[src/rtl/if_stage.sv]
// Instruction-fetch stage with the IF/ID pipeline register.
// Owns the PC, presents it as the fetch address, and registers the fetched
// word plus its PC+4 for decode. Honors hazard stalls and taken-branch redirects.
module if_stage #(
  parameter logic [31:0] RESET_PC = 32'h0000_0000,
  parameter logic [31:0] NOP_WORD = 32'h0000_0000
) (
  input  logic        clk,
  input  logic        reset,
  input  logic        stall,
  input  logic        beq_taken,
  input  logic [31:0] branch_imm,
  output logic [31:0] imem_addr,
  input  logic [31:0] imem_rdata,
  output logic [31:0] pc,
  output logic [31:0] instruction,
  output logic [31:0] pc_plus4_id,
  output logic        id_valid,
  output logic [31:0] fetch_count
);

  // Modulo-2^32 address addition; carries out of bit 31 are discarded.
  function automatic logic [31:0] add_wrap(input logic [31:0] a, input logic [31:0] b);
    logic [32:0] sum;
    sum = {1'b0, a} + {1'b0, b};
    return sum[31:0];
  endfunction

  // Word offset to byte offset; the two top bits fall off, which is harmless
  // because the sum is taken modulo 2^32 anyway.
  function automatic logic [31:0] word_to_byte(input logic signed [31:0] off);
    return {off[29:0], 2'b00};
  endfunction

  logic [31:0] pc_plus4_p0;
  logic [31:0] target_p0;
  logic        redirect_p0;

  // Fetch-side next-address arithmetic; stall/branch never reach imem_addr.
  always_comb begin
    pc_plus4_p0 = add_wrap(pc, 32'd4);
    target_p0   = add_wrap(pc_plus4_id, word_to_byte(branch_imm));
    redirect_p0 = beq_taken && id_valid && !stall;
  end

  assign imem_addr = pc;

  // ---- IF -> ID boundary ----
  // PC and IF/ID update: stall holds everything, redirect squashes the
  // wrong-path word into a bubble, otherwise advance sequentially.
  always_ff @(posedge clk or posedge reset) begin
    if (reset) begin
      pc          <= RESET_PC;
      instruction <= NOP_WORD;
      pc_plus4_id <= 32'd0;
      id_valid    <= 1'b0;
      fetch_count <= 32'd0;
    end else if (stall) begin
      pc          <= pc;
      instruction <= instruction;
      pc_plus4_id <= pc_plus4_id;
      id_valid    <= id_valid;
      fetch_count <= fetch_count;
    end else if (redirect_p0) begin
      pc          <= target_p0;
      instruction <= NOP_WORD;
      pc_plus4_id <= pc_plus4_p0;
      id_valid    <= 1'b0;
      fetch_count <= fetch_count;
    end else begin
      pc          <= pc_plus4_p0;
      instruction <= imem_rdata;
      pc_plus4_id <= pc_plus4_p0;
      id_valid    <= 1'b1;
      fetch_count <= add_wrap(fetch_count, 32'd1);
    end
  end

endmodule
[config.mk]
export PLATFORM = sky130hd
export DESIGN_NAME = if_stage
export DESIGN_NICKNAME = d
export VERILOG_FILES = /design/src/rtl/if_stage.sv
export SDC_FILE = /design/constraint.sdc
export NUM_CORES = 1
export LEC_CHECK = 0
export BUFFER_PORTS_ARGS = -buffer_cell sky130_fd_sc_hd__buf_2
export CAP_MARGIN = 30
export CORE_MARGIN = 10
export CORE_UTILIZATION = 55
export DETAILED_ROUTE_END_ITERATION = 6
export PLACE_DENSITY = 0.89
export REMOVE_ABC_BUFFERS = 1
export SYNTH_ARGS = -nofsm -noshare
export SYNTH_HDL_FRONTEND = slang
export SYNTH_SLANG_ARGS = --single-unit
[constraint.sdc]
create_clock -name clk -period 11.1 [get_ports clk]
set_input_delay 1.11 -clock clk [delete_from_list [all_inputs] [get_ports clk]]
set_output_delay 1.11 -clock clk [all_outputs]
set_load 0.01 [all_outputs]
==> results of run 1 <==
-- path summary, 6_finish.rpt --
path / from / endpoint / cells after the start
setup / recovery: branch_imm[0] / imem_addr[30] / 10
hold / removal: fetch_count[31] / fetch_count[31] / 1
setup reg to reg: pc_plus4_id[2] / imem_addr[30] / 9
hold reg to reg: fetch_count[31] / fetch_count[31] / 1
max in group asynchronous: reset / pc_plus4_id[14] / 3
min in group asynchronous: reset / fetch_count[22] / 2
-- registers in the layout, indices dropped and copies added, names as in the netlist --
register,cells
id_valid,1
instruction,32
fetch_count,32
imem_addr,32
pc_plus4_id,32
-- layout make-up --
type | count | area, um^2 | share of cell area, %
multi-input cells | 614 | 4050 | 43.4
well taps | 180 | 225 | 2.41
inverters | 15 | 58.8 | 0.630
clock inverters | 13 | 150 | 1.61
clock buffers | 19 | 453 | 4.85
flip-flops and latches | 129 | 3230 | 34.6
repair buffers | 231 | 1170 | 12.5
-- metrics by stage --
stage	setup WS [ps]	utilization, %
global route	7450	67.5
finish	7580	67.5
CTS	7650	67.5
global placement	7270	63.2
floorplan	6550	-
detailed placement	7230	63.2
-- where the power goes --
group	internal, mW	leakage (nW)	switching [mW]
registers	0.584	1.62	0.170
logic	0.383	2.59	0.523
clock network	0.346	0.291	0.223
-- logic make-up (layout without fill, tap and decap cells) --
kind of cell | Yosys count | after routing | synth area share, %
compound gates | 240 | 240 | 20.4
xor+xnor | 77 | 77 | 8.71
flops | 129 | 129 | 41.7
mux | 7 | 7 | 0.969
simple gates | 258 | 258 | 16.9
fa+ha+maj | 32 | 32 | 5.27
buf+inv | 89 | 278 | 6.16
-- worst max-delay path, delay by kind of cell --
family                     cells  cell delay [ps]
muxes                          1              280
adders and majority gates      2              650
AOI/OAI and AO/OA              5             1490
and+or+nand+nor                1              150
buffers and inverters          1              100
-- layer usage --
metal	GRT usage [%]	vias to the layer above	part of all wire (%)
li1	-	3336	-
met1	28.7	3391	42
met2	36.9	360	48
met3	6.71	43	9.1
met4	6.75	0	1.8
met5	0	-	0
-- cell usage after synthesis, types with 6 or more instances --
library cell	instances
a21o_1	12
a21oi_1	60
a22o_1	34
a31oi_1	9
and3_1	11
and4_1	6
buf_4	35
clkbuf_1	31
dfrtp_1	129
ha_1	31
inv_1	15
nand2_1	90
nand3_1	28
nand4_1	19
nor2_1	53
nor3_1	19
o21a_1	7
o21ai_0	68
xnor2_1	48
xor2_1	29
==> run summary, run 1 <==
Synth area leaders = dfrtp_1 42%, xnor2_1 5.4%, ha_1 5.0%
Slew headroom = 38.8%
Layout Skew = 6.68 ps
worst-path fanout max = 6
number of nets in the layout = 1108
Critical Path RT = 11390 ps
WHS = 476 ps
Detail Route Antenna Nets = 0
FF-to-FF setup slack = 7970 ps
Fin. Hold Viols = 0
root buf cell = clkbuf_16
CTS Buffer Depth = 2
LEAKAGE = 4.50 nW
DR vias = 7130
ANT cells = 0
post-synthesis async set-or-reset flop share = 100%
fmax = 284 MHz
EDFF count, synth = 0
DRC viols = 0
drt pass-1 iters = 6
Layout fillers = 1070
post-CTS sizing = 0
Post-Route WL = 22.5 mm
initial DRC count = 671
remaining global-route overflow = 0
actual slew at the worst max-slew pin = 919 ps
final cell count without fillers = 1201
Setup TNS = 0 ps
Finish-stage setup viols = 0
final instance area = 0.00934 mm^2
CP peak stage delay = 470 ps
RePlAce Congestion = 0.912
Die X-Extent = 139 um
share of layout cells above drive strength 1 = 28.0%
first-pass GRT wire length = 36.7 mm
Mapped Area = 0.00774 mm^2
total power = 2.23 mW
largest net degree at the start of global routing = 72
CTS tree = yes
chip height = 139 um
unrepaired setup endpoints after global routing = false
die area = 0.0192 mm^2
Synth Warn # = 0
row cnt = 43
htree depth = 4
CTS Hold Buffers Added = 0
GRT Util Overall = 22.7%
Vias/cell = 5.94
vias in the first global route = 7181
Final period util = 31.7%
Worst Hold Class = reg2reg
WP data arrival = 3810 ps
cell area power density = 239 mW/mm^2
# Post-CTS Setup Buffers = 0
Critical Path End Type = register
slowest CP cell = o41ai_4
CP Class = in2reg
core area = 0.0138 mm^2
number of buffers created by CTS = 17
most common cell after layout, fill and taps aside = buf_2
Final Max Tran Viols = 0
Primary FF master, synth = dfrtp_1
library cells used by synthesis = 67
Post-Synthesis Cells = 832
Port-buffer cells = 226
Synth Register Bits = 129
initial core utilization = 56.0%
I/O pin cnt = 229
cell count after placement = 1169
critical-path cell list = buf_2 > ha_1 > fa_1 > a211oi_1 > o21bai_1 > o21ai_1 > nor4_4 > o41ai_4 > mux2i_1 > o211ai_2
clk slew on worst S/H paths = 60 ps
Max Cap Viol = 0
Skew-Pair Late Insertion Delay = 430 ps
CTS Sinks = 129
post-synthesis sequential area ratio = 41.7%
Yosys top cell by area = dfrtp_1
Startpoint Class = primary input
P&R area growth vs syn = 20.6%
worst vdd ir = 0.180 mV
initial antenna violation count = 0
leading cell types in the layout, fill and taps excluded = 225 x buf_2, 129 x dfrtp_1, 90 x nand2_1
post-synth top area share = 41.7%
Routed WL per cell = 18.7 um
Final Critical Period = 3520 ps
status = finished clean
Final HPWL DP = 16.4 mm
Synth Area per Inst = 9.31 um^2
Placed Area = 0.00873 mm^2
No activity file was read; power rests on OpenSTA's default activity.
==> run 2: changes to the inputs <==
--- a/config.mk
+++ b/config.mk
@@ -8,9 +8,9 @@
 export BUFFER_PORTS_ARGS = -buffer_cell sky130_fd_sc_hd__buf_2
 export CAP_MARGIN = 30
 export CORE_MARGIN = 10
-export CORE_UTILIZATION = 55
+export CORE_UTILIZATION = 53
 export DETAILED_ROUTE_END_ITERATION = 6
-export PLACE_DENSITY = 0.89
+export PLACE_DENSITY = 0.87
 export REMOVE_ABC_BUFFERS = 1
 export SYNTH_ARGS = -nofsm -noshare
 export SYNTH_HDL_FRONTEND = slang
==> constraint.sdc (replaced) <==
create_clock -name clk -period 3.6 [get_ports clk]
set_input_delay 0.36 -clock clk [delete_from_list [all_inputs] [get_ports clk]]
set_output_delay 0.36 -clock clk [all_outputs]
set_load 0.01 [all_outputs]
==> run 2 against run 1 <==
  * Setup slack got worse by 6900 ps
  * Sequential cell count unchanged
  * Register-to-register slack lost 7300 ps
  * Die area rose by 3.2%
  * Clock skew about the same
  * Non-clock buffer count increased by 5
  * Clock power increased to 3.0 times the previous value
  * Via count down 0.41%
  * Final cell count grew 0.75%
  * Power increased to 3.1 times the previous value
  * Sequential share of layout area shrank 0.18 points
  * Critical endpoint unchanged
  * First-iteration DRC count fell by 15%
==> run summary, run 2 (synthesis results as in run 1) <==
area used by multi-input combinational logic = 0.00405 mm^2
storage element area = 0.00323 mm^2
Clk pwr share = 25.1%
Sequential Power Share = 33.8%
chip height = 141 um
CTS tree = yes
leading cell types in the layout, fill and taps excluded = 225 x buf_2, 129 x dfrtp_1, 90 x nand2_1
Critical Path RT = 3890 ps
actual slew at the worst max-slew pin = 784 ps
Startpoint Class = register
most common cell after layout, fill and taps aside = buf_2
number of nets in the layout = 1113
CTS Hold Buffers Added = 0
Worst Hold Class = in2async
DR vias = 7101
Vias/cell = 5.87
Critical Path End Type = register
Final Critical Period = 2890 ps
post-CTS sizing = 0
Final Core Density = 65.1%
worst vdd ir = 0.470 mV
Routed WL per cell = 18.4 um
fmax = 346 MHz
initial DRC count = 567
initial core utilization = 53.7%
Finish-stage setup viols = 0
Post-Route WL = 22.2 mm
worst-path fanout max = 6
share of layout cells above drive strength 1 = 28.4%
Layout fillers = 1208
Detail Route Antenna Nets = 0
cell area power density = 732 mW/mm^2
WP depth = 10
family with the most delay on the worst path = compound AO/OA/AOI/OAI gates
LEAKAGE = 4.53 nW
Final period util = 80.4%
Slew headroom = 47.7%
Final Max Tran Viols = 0
combinational fraction of design power = 41.1%
number of buffers created by CTS = 17
Switch Pwr = 2.82 mW
Max Cap Viol = 0
first-pass GRT wire length = 36.1 mm
I/O pin cnt = 229
remaining global-route overflow = 0
P&R area growth vs syn = 21.2%
ANT cells = 0
Layout Skew = 6.90 ps
core area = 0.0144 mm^2
WP data arrival = 3180 ps
largest net degree at the start of global routing = 66
initial antenna violation count = 0
vias in the first global route = 7104
CTS Buffer Depth = 2
RePlAce Congestion = 0.928
Port-buffer cells = 226
clk slew on worst S/H paths = 60 ps
CTS Sinks = 129
slowest CP cell = fa_1
critical-path cell list = ha_1 > fa_1 > a211oi_1 > o21bai_1 > o21ai_1 > buf_4 > nor4_4 > o41ai_4 > mux2i_1 > o211ai_2
GRT Util Overall = 21.9%
# Post-CTS Setup Buffers = 0
Final HPWL DP = 16.5 mm
Reg2Reg Depth = 10
CP Class = reg2reg
drt pass-1 iters = 5
Skew-Pair Late Insertion Delay = 420 ps
status = finished clean
CP Buf/Inv Count = 1
DRC viols = 0
Fin. Hold Viols = 0
htree depth = 4
root buf cell = clkbuf_16
row cnt = 44
CP peak stage delay = 450 ps
Internal = 4.05 mW
WHS = 96.9 ps
unrepaired setup endpoints after global routing = false
switching share of total power = 41.0%
die area = 0.0198 mm^2
Die X-Extent = 141 um
## run 2: changes by cell type in the layout (fill, tap and decap cells not counted)
cell        before  now
buf_12           0    1
buf_4            6   10
clkbuf_8         2    1
clkinv_2         1    2
clkinv_4         4    5
clkinvlp_4       2    1
## run 2: layout make-up
class / count / share of cell area [%]
multi-input combinational: 614 / 43.2
sequential: 129 / 34.4
timing repair buffer: 236 / 13.0
clock buffer: 18 / 4.68
tap: 184 / 2.45
clock inverter: 14 / 1.67
inverter: 15 / 0.627
## run 2: worst paths after layout
kind | to | start | slack [ps]
max | imem_addr[30] | pc_plus4_id[2] | 710
min in group clk | instruction[30] | imem_rdata[30] | 150
max reg2reg | imem_addr[30] | pc_plus4_id[2] | 710
max in group asynchronous | imem_addr[25] | reset | 2650
min | fetch_count[27] | reset | 100
min reg2reg | fetch_count[31] | fetch_count[31] | 480
## run 2: stage by stage
step / cells / total power, mW / instance area, um^2 / setup WS [ps] / setup TNS (ps)
2_1_floorplan: 758 / 4.02 / 7320 / -201 / -25930
3_3_place_gp: 1178 / 5.05 / 8790 / 723 / 0
3_5_place_dp: 1178 / 5.13 / 8790 / 669 / 0
4_1_cts: 1210 / 6.89 / 9380 / 732 / 0
5_1_grt: 1210 / 7.33 / 9380 / 546 / 0
6_report: 1210 / 6.87 / 9380 / 706 / 0
## run 2: worst reg2reg max path, cell delays in order (launching register included)
cell,delay (ps)
dfrtp_1,390
ha_1,230
fa_1,450
a211oi_1,330
o21bai_1,150
o21ai_1,160
buf_4,170
nor4_4,70
o41ai_4,450
mux2i_1,280
o211ai_2,90
## run 2: layer usage
| metal | track usage, % | part of all wire (%) |
|---|---|---|
| met1 | 27.4 | 42 |
| met2 | 35.2 | 47 |
| met3 | 5.68 | 7.9 |
| met4 | 9.02 | 2.6 |
| met5 | 0 | 0 |
## run 2: power by group through the flow
stage / clock (mW) / sequential (mW) / combinational (mW)
2_1_floorplan: 0 / 2.49 / 1.53
3_3_place_gp: 0 / 2.31 / 2.74
3_5_place_dp: 0 / 2.33 / 2.79
4_1_cts: 1.76 / 2.32 / 2.82
5_1_grt: 1.83 / 2.38 / 3.12
6_report: 1.73 / 2.32 / 2.82
==> run 3: changes to the inputs <==
==> constraint.sdc (replaced) <==
create_clock -name clk -period 3 [get_ports clk]
set_input_delay 0.3 -clock clk [delete_from_list [all_inputs] [get_ports clk]]
set_output_delay 0.3 -clock clk [all_outputs]
set_load 0.01 [all_outputs]
==> run 3 against run 2 <==
  * Combinational power increased by 21%
  * Setup slack got worse by 540 ps
  * Clock-buffer cell count decreased by 1
  * Worst hold slack got worse by 7.0 ps
==> run summary, run 3 (synthesis results as in run 1) <==
die area = 0.0198 mm^2
htree depth = 4
first-pass GRT wire length = 36.2 mm
actual slew at the worst max-slew pin = 630 ps
row cnt = 44
Skew-Pair Late Insertion Delay = 420 ps
CTS Sinks = 129
number of buffers created by CTS = 17
ANT cells = 0
Routed WL per cell = 18.4 um
Die X-Extent = 141 um
Port-buffer cells = 226
cell area power density = 876 mW/mm^2
critical-path cell list = ha_1 > fa_1 > a211oi_1 > o21bai_1 > o21ai_2 > nor4_4 > o41ai_4 > buf_4 > xor2_1 > o21ai_0
area used by multi-input combinational logic = 0.00405 mm^2
Detail Route Antenna Nets = 0
Layout fillers = 1202
total power = 8.26 mW
Final period util = 94.4%
Worst R2R Start = pc_plus4_id[2]
Final Critical Period = 2830 ps
storage element area = 0.00323 mm^2
fmax = 353 MHz
I/O pin cnt = 229
CTS Buffer Depth = 2
GRT Util Overall = 21.9%
DR vias = 7149
Fin. Hold Viols = 0
CP Class = reg2reg
most common cell after layout, fill and taps aside = buf_2
root buf cell = clkbuf_16
unrepaired setup endpoints after global routing = false
Final Core Density = 65.4%
LEAKAGE = 4.55 nW
initial antenna violation count = 0
vias in the first global route = 7056
CP peak stage delay = 440 ps
drt pass-1 iters = 5
number of nets in the layout = 1120
share of layout cells above drive strength 1 = 28.8%
Vias/cell = 5.87
chip height = 141 um
crit path to = imem_addr[22]
CTS tree = yes
Reg2Reg Depth = 10
clk slew on worst S/H paths = 60 ps
Worst Hold Class = in2reg
Slew headroom = 57.8%
Finish-stage setup viols = 0
initial DRC count = 647
Startpoint Class = register
remaining global-route overflow = 0
FF-to-FF End = imem_addr[22]
largest net degree at the start of global routing = 63
Critical Path RT = 3300 ps
worst vdd ir = 0.618 mV
Post-Route WL = 22.4 mm
slowest CP cell = fa_1
Critical Path End Type = register
Layout Skew = 7.43 ps
worst-path fanout max = 4
Max Cap Viol = 0
WHS = 89.9 ps
DRC viols = 0
Final Max Tran Viols = 0
Final HPWL DP = 16.7 mm
leading cell types in the layout, fill and taps excluded = 225 x buf_2, 129 x dfrtp_1, 90 x nand2_1
initial core utilization = 53.7%
core area = 0.0144 mm^2
Setup TNS = 0 ps
# Post-CTS Setup Buffers = 0
Worst Setup SP = pc_plus4_id[2]
FF-to-FF setup slack = 170 ps
RePlAce Congestion = 0.890
P&R area growth vs syn = 21.8%
WP data arrival = 3130 ps
status = finished clean
## run 3: cell types whose count changed in the layout (fill, tap and decap cells not counted), sizes merged
| cell | change |
|---|---|
| clkinvlp | +1 |
| inv | +6 |
| clkinv | -5 |
| bufinv | -1 |
| clkbuf | -1 |
| buf | +6 |
| dlygate4sd3 | +1 |
## run 3: what timing repair did
action | in CTS | in global routing
gates resized for setup | 0 | 1
setup endpoints to repair | 0 | 2
hold buffers | 1 | 0
hold endpoints to repair | 35 | 0
## run 3: how the worst min path moves through the flow
stage | start | to | slack [ps] | depth (start not counted)
4_1_cts | imem_rdata[7] | instruction[7] | 80 | 2
5_1_grt | imem_rdata[24] | instruction[24] | 80 | 2
2_1_floorplan | stall | imem_addr[8] | 390 | 1
3_3_place_gp | reset | imem_addr[0] | 360 | 2
6_report | imem_rdata[29] | instruction[29] | 90 | 2
3_5_place_dp | reset | imem_addr[1] | 370 | 2
## run 3: final cells by class
type	instances	share of cell area, %
Inverter	15	0.623
Sequential cell	129	34.2
Multi-Input combinational cell	614	43.0
Clock inverter	15	1.72
Clock buffer	17	4.51
Timing Repair Buffer	243	13.5
Tap cell	184	2.44
## run 3: critical path: cells and delay by family, from the launching register on
kind,cells,cell delay [ps]
compound gates,5,1180
xor+xnor,1,150
fa+ha+maj,2,670
buf+inv,1,200
flops,1,400
simple gates,1,110
## run 3: report_power, final
part	leakage, nW	total [mW]	switching, mW	internal, mW
Clock	0.285	2.07	0.890	1.18
Sequential	1.62	2.78	0.621	2.16
Combinational	2.65	3.41	1.95	1.46
Total	4.55	8.26	3.47	4.80
## run 3: stage by stage
step / instances / instance area [um^2] / setup slack [ps]
floorplan: 758 / 7320 / -741
global placement: 1184 / 8830 / 162
detailed placement: 1184 / 8830 / 132
CTS: 1217 / 9430 / 143
global route: 1217 / 9440 / 16.1
finish: 1217 / 9440 / 167
## run 3: layer usage
| metal | share of wire, % | routed length, um | track usage [%] |
|---|---|---|---|
| met1 | 42 | 9520 | 28.4 |
| met2 | 47 | 10500 | 34.2 |
| met3 | 8.3 | 1870 | 6.18 |
| met4 | 2.3 | 525 | 7.72 |
| met5 | 0 | 0 | 0 |
